## src/rtl/cchw_pkg.sv

```systemverilog
// Shared types and constants for the LED frame path.
package CCHW;

  typedef enum logic [1:0] {IDLE, WAIT, LATCH, STREAM} LfsState_t;

  localparam int unsigned RGB_W = 24;

endpackage

```

## src/rtl/led_run_expander.sv

```systemverilog
// Snapshots LV bin colours/counts and expands them into one LEDS-word strip frame.
// LED_FRAME_REVERSE_EN: scan bins from BIN_QTY-1 down to 0 instead of 0 upwards.
module led_run_expander
  import CCHW::*;
#(
  parameter int unsigned BIN_QTY = 12,
  parameter int unsigned LEDS    = 50
) (
  input  logic                                     clk,
  input  logic                                     rst,
  input  logic                                     load,
  input  logic                                     stream,
  input  logic [BIN_QTY-1:0][RGB_W-1:0]            rgb,
  input  logic [BIN_QTY-1:0][$clog2(LEDS)-1:0]     led_counts,
  input  logic                                     led_rdy,
  output logic [RGB_W-1:0]                         led_rgb,
  output logic                                     led_v,
  output logic                                     frame_last,
  output logic                                     frame_done
);

  localparam int unsigned CntW  = $clog2(LEDS);
  localparam int unsigned WordW = $clog2(LEDS + 1);
  localparam int unsigned BinW  = $clog2(BIN_QTY + 1);

  logic [BIN_QTY-1:0][RGB_W-1:0] rgb_q;
  logic [BIN_QTY-1:0][CntW-1:0]  run_q;
  logic [WordW-1:0]              word_q;

  logic [BinW-1:0]    bin_idx;
  logic [BIN_QTY-1:0] pick;
  logic [RGB_W-1:0]   sel_rgb;
  logic               pad;
  logic               xfer;

  // Priority scan over remaining run lengths: empty bins cost no cycles.
  // The last matching iteration wins, so the loop runs opposite to stream order.
  always_comb begin
    bin_idx = BinW'(BIN_QTY);
`ifdef LED_FRAME_REVERSE_EN
    for (int i = 0; i < int'(BIN_QTY); i++) begin
      if (run_q[i] != '0) bin_idx = BinW'(i);
    end
`else
    for (int i = int'(BIN_QTY) - 1; i >= 0; i--) begin
      if (run_q[i] != '0) bin_idx = BinW'(i);
    end
`endif
    pick    = '0;
    sel_rgb = '0;
    for (int i = 0; i < int'(BIN_QTY); i++) begin
      if (bin_idx == BinW'(i)) begin
        pick[i] = 1'b1;
        sel_rgb = rgb_q[i];
      end
    end
  end

  assign pad        = (bin_idx == BinW'(BIN_QTY));
  assign led_v      = stream;
  assign led_rgb    = stream ? sel_rgb : '0;
  assign frame_last = stream && (word_q == WordW'(LEDS - 1));
  assign xfer       = stream && led_rdy;
  assign frame_done = xfer && frame_last;

  always_ff @(posedge clk) begin
    if (rst) begin
      rgb_q  <= '0;
      run_q  <= '0;
      word_q <= '0;
    end else if (load) begin
      rgb_q  <= rgb;
      run_q  <= led_counts;
      word_q <= '0;
    end else if (xfer) begin
      word_q <= word_q + WordW'(1);
      for (int i = 0; i < int'(BIN_QTY); i++) begin
        if (pick[i] && !pad) run_q[i] <= run_q[i] - CntW'(1);
      end
    end
  end

endmodule

```

## src/rtl/led_frame_sequencer.sv

```systemverilog
// Starts LV on a note frame, waits its latency, then streams one LED frame.
// LED_FRAME_REVERSE_EN (see led_run_expander) reverses bin order in the frame.
module led_frame_sequencer
  import CCHW::*;
#(
  parameter int unsigned BIN_QTY    = 12,
  parameter int unsigned LEDS       = 50,
  parameter int unsigned LV_LATENCY = 10
) (
  input  logic                                 clk,
  input  logic                                 rst,
  input  logic                                 notes_v,
  output logic                                 notes_ack,
  output logic                                 lv_start,
  input  logic                                 lv_data_v,
  input  logic [BIN_QTY-1:0][RGB_W-1:0]        rgb,
  input  logic [BIN_QTY-1:0][$clog2(LEDS)-1:0] led_counts,
  output logic [RGB_W-1:0]                     led_rgb,
  output logic                                 led_v,
  input  logic                                 led_rdy,
  output logic                                 frame_last,
  output logic                                 busy
);

  localparam int unsigned WaitW = $clog2(LV_LATENCY + 1);

  LfsState_t        state_q, state_d;
  logic [WaitW-1:0] wait_q, wait_d;
  logic             frame_done;

  always_ff @(posedge clk) begin
    if (rst) begin
      state_q <= IDLE;
      wait_q  <= '0;
    end else begin
      state_q <= state_d;
      wait_q  <= wait_d;
    end
  end

  always_comb begin
    state_d   = state_q;
    wait_d    = wait_q;
    notes_ack = 1'b0;
    unique case (state_q)
      IDLE: begin
        notes_ack = notes_v;
        if (notes_v) begin
          state_d = WAIT;
          wait_d  = WaitW'(LV_LATENCY - 1);
        end
      end
      WAIT: begin
        // Counter parks at zero until LV reports valid data.
        if (wait_q != '0) wait_d = wait_q - WaitW'(1);
        else if (lv_data_v) state_d = LATCH;
      end
      LATCH:   state_d = STREAM;
      STREAM:  if (frame_done) state_d = IDLE;
      default: state_d = IDLE;
    endcase
  end

  assign lv_start = notes_ack;
  assign busy     = (state_q != IDLE);

  led_run_expander #(
    .BIN_QTY (BIN_QTY),
    .LEDS    (LEDS)
  ) u_expander (
    .clk        (clk),
    .rst        (rst),
    .load       (state_q == LATCH),
    .stream     (state_q == STREAM),
    .rgb        (rgb),
    .led_counts (led_counts),
    .led_rdy    (led_rdy),
    .led_rgb    (led_rgb),
    .led_v      (led_v),
    .frame_last (frame_last),
    .frame_done (frame_done)
  );

endmodule
```

## config.mk

```make
export PLATFORM = sky130hd
export DESIGN_NAME = led_frame_sequencer
export DESIGN_NICKNAME = d
export VERILOG_FILES = /design/src/rtl/cchw_pkg.sv /design/src/rtl/led_run_expander.sv /design/src/rtl/led_frame_sequencer.sv
export SDC_FILE = /design/constraint.sdc
export NUM_CORES = 1
export LEC_CHECK = 0
export BUFFER_PORTS_ARGS = -buffer_cell sky130_fd_sc_hd__buf_2
export CAP_MARGIN = 0
export CORE_MARGIN = 2
export CORE_UTILIZATION = 55
export CTS_CLUSTER_DIAMETER = 80
export DETAILED_ROUTE_END_ITERATION = 10
export GPL_ROUTABILITY_DRIVEN = 0
export HOLD_SLACK_MARGIN = 0.1
export PLACE_DENSITY = 0.81
export SLEW_MARGIN = 20
export SYNTH_ARGS = -nofsm -noshare
export SYNTH_HDL_FRONTEND = slang
export SYNTH_SLANG_ARGS = --single-unit
```

## constraint.sdc

```tcl
create_clock -name clk -period 8 [get_ports clk]
set_clock_uncertainty 0.1 [all_clocks]
set_input_delay 0.4 -clock clk [delete_from_list [all_inputs] [get_ports clk]]
set_output_delay 0.4 -clock clk [all_outputs]
set_load 0.01 [all_outputs]
```

==> flow_metrics.py <==
metrics = {
    "run_status": {
        "outcome": "completed",
    },
    "cells_and_area": {
        "final_cell_count_no_fill": 3085,
        "regArea_um2": 7447,
        "final_nets": 3026,
        "layout_commonest_cell": "buf_2",
        "multi_input_area_um2": 9480,
        "syn_to_final_growth_pct": 39.64,
        "layout-drive-gt1-share": 0.1980,
        "final_cell_mix": "buf_2, nor2_1, dfxtp_1",
        "nFillCells": 1902,
    },
    "setup_path": {
        "worst-path-max-fanout": 27,
        "cpMostUsedCell": "nor4_1",
        "start_kind": "flop",
        "cpMaxStageDelayCell": "nor4_1",
        "setup.worst_path.start": "u_expander.run_q[14]",
        "critPathMaxStageDelay_ns": 0.87,
        "crit_type": "reg -> out",
        "worstPathRequired_ns": 7.50,
        "setup.worst_path.end_class": "output pin",
        "r2r-start": "state_q[0]",
        "path_cells": "nor4_1, nand2_1, a21oi_4, buf_4, o21ai_0, nor2_1, and2_1, a2111oi_0, nor4_1, buf_2",
        "crit_arrival_ns": 5.16,
    },
    "synth": {
        "synth_edf_count": 0,
        "synth_cells": 1971,
        "synth_ff_type": "dfxtp_1",
        "syn_avg_cell_area_um2": 8.934,
        "yosysWarnings": 0,
        "yosysSeqAreaShare": 0.4229,
        "postSynth.asyncResetShare": 0,
        "synth_nets": 2360,
        "syn-cell-area_um2": 17610,
        "yosysUniqueCellTypes": 75,
        "ys_ff_latch": 372,
    },
    "floorplan": {
        "initial_utilization": 0.5580,
        "die_x_um": 182.9,
        "rows": 65,
        "die_h_um": 182.9,
        "dieArea_um2": 33460,
        "ios": 394,
        "core_um2": 31560,
    },
    "clock_tree": {
        "cts_root_buf": "clkbuf_16",
        "cts_resized": 0,
        "clock_latency_ns": 0.53,
        "h-tree-depth": 2,
        "max-clock-path-buffers": 3,
        "path_clk_slew_ns": 0.06,
        "cts_inserted_buffers": 40,
        "cts_tree": "yes",
        "cts.sinks": 372,
    },
    "placement": {
        "dp_cells": 2650,
        "hpwl_um": 41500,
        "io_buffers": 393,
    },
    "timing": {
        "setup-violations-final": 0,
        "max_freq_ghz": 0.1767,
        "layout_min_cycle_time_ns": 5.660,
        "worst_pin_slew_ns": 1.122,
        "hold_ws_ns": 0.1217,
        "setup_tns_ns": 0,
        "drv_slew": 0,
        "relSlewSlack": 0.2523,
        "rsz0062_at_grt": "false",
        "timing.final.crit_share": 0.7075,
        "hold_viol_final": 0,
    },
    "worst_hold_path": {
        "min_from": "led_counts[51]",
        "hold_class": "in -> reg",
    },
    "route": {
        "first_iter_violations": 2412,
        "vias_per_cell": 6.330,
        "wl_per_cell_um": 24.45,
        "drt-total-wl_um": 75430,
        "antenna_left": 0,
        "first_pass_iters": 7,
        "vias": 19530,
        "drcViolationCount": 0,
    },
    "power": {
        "p_leak_nw": 9.697,
        "switching_share": 0.5126,
        "pwr-share-comb": 0.606,
        "cellInternalPower_w": 0.005564,
        "p_per_area_nw_per_um2": 464.2,
        "p_switching_w": 0.005850,
        "clkPwrFrac": 0.165,
        "p_seq_frac": 0.229,
        "irDropWorstVdd_v": 0.0005031,
    },
    "global_route": {
        "antenna_found_initial": 16,
        "grtUsageTotal": 0.4384,
        "grt_max_degree": 100,
        "grt_pass1_vias": 19840,
        "grt_pass1_wl_um": 112400,
        "overflow": 0,
    },
    "job": {
        "cap_viol_max_count": 0,
    },
}
==> sequential cells by signal, indices dropped and copies added (netlist names) <==
| signal | flops |
|---|---|
| u_expander.rgb_q | 288 |
| u_expander.run_q | 72 |
| u_expander.word_q | 6 |
| wait_q | 4 |
| state_q | 2 |
==> final cells by class <==
cell class | count | area share
clock inverters | 15 | 0.006361
flip-flops and latches | 372 | 0.3029
inverters | 48 | 0.007328
diodes | 16 | 0.001628
well taps | 402 | 0.02046
multi-input cells | 1409 | 0.3856
clock buffers | 57 | 0.04620
repair buffers | 766 | 0.2296
==> Yosys cell counts, types with 4 or more instances <==
master / number / share of area
inv_1: 48 / 0.010
mux2_2: 22 / 0.014
a32oi_1: 18 / 0.0090
nor3_1: 33 / 0.0094
xnor2_1: 40 / 0.020
o211ai_1: 8 / 0.0034
nor4_1: 22 / 0.0078
o22ai_1: 22 / 0.0078
a2bb2oi_1: 10 / 0.0050
nand2b_1: 6 / 0.0021
mux2i_1: 298 / 0.17
and4_1: 4 / 0.0020
a222oi_1: 6 / 0.0034
ha_1: 24 / 0.017
a2111oi_0: 5 / 0.0025
buf_1: 32 / 0.0068
buf_2: 12 / 0.0034
or3_1: 7 / 0.0025
a31oi_1: 20 / 0.0071
xor2_1: 23 / 0.011
a221oi_1: 16 / 0.0080
a211oi_1: 36 / 0.015
nor2_1: 390 / 0.083
nand3_1: 31 / 0.0088
o31ai_1: 4 / 0.0017
a21o_1: 4 / 0.0017
and2_1: 14 / 0.0050
and3_1: 8 / 0.0028
a221o_1: 14 / 0.0080
a22oi_1: 11 / 0.0047
nand2_1: 108 / 0.023
o21ai_0: 49 / 0.014
a21oi_1: 72 / 0.020
nor3b_1: 4 / 0.0017
clkbuf_1: 95 / 0.020
nand4_1: 17 / 0.0060
dfxtp_1: 372 / 0.42
==> path summary, 6_finish.rpt <==
path / endpoint / slack, ns / cells after the start
max: led_rgb[2] / 2.34 / 10
min: u_expander.run_q[51] / 0.12 / 3
max reg2reg: u_expander.rgb_q[220] / 3.52 / 6
min reg2reg: u_expander.rgb_q[146] / 0.40 / 2
==> timing repair <==
action / CTS / global route
setup buffers: 0 / 0
hold buffers: 347 / 0
endpoints found under the hold margin: 347 / 0
==> metrics by stage <==
step,instance area (um^2),power [W],setup WS (ns),util
floorplan,17610,0.006731,4.550,-
global placement,19780,0.008622,3.615,0.6269
detailed placement,19780,0.008769,3.472,0.6269
CTS,24550,0.01079,2.768,0.7780
global route,24570,0.01175,2.106,0.7787
finish,24590,0.01141,2.340,0.7792
==> logic make-up after synthesis <==
logic type / after synthesis / share of synthesized area
buffers and inverters: 190 / 0.04200
AO/OA/AOI/OAI: 331 / 0.1313
flip-flops: 372 / 0.4229
AND/OR/NAND/NOR: 671 / 0.1719
adder cells (fa/ha/maj): 24 / 0.01705
XOR/XNOR: 63 / 0.03134
multiplexers: 320 / 0.1835
==> critical path, delay by kind of cell (launching register included) <==
kind	cells	cell delay (ns)
compound gates	3	0.60
buf+inv	2	0.71
flops	1	0.34
simple gates	5	2.97
==> routing by layer <==
metal / GRT usage / part of all wire / vias to the layer above
met5: 0 / 0.00061 / -
met4: 0.3293 / 0.091 / 6
met3: 0.1491 / 0.12 / 560
met2: 0.7018 / 0.45 / 1617
met1: 0.4830 / 0.34 / 9009
li1: - / - / 8335
==> power by group through the flow <==
stage / sequential (W) / combinational, W / clock (W)
floorplan: 0.00250 / 0.00423 / 0
global route: 0.00263 / 0.00717 / 0.00195
CTS: 0.00255 / 0.00638 / 0.00186
global placement: 0.00256 / 0.00606 / 0
detailed placement: 0.00258 / 0.00619 / 0
finish: 0.00261 / 0.00692 / 0.00188
Power figures use the tool's default switching activity.
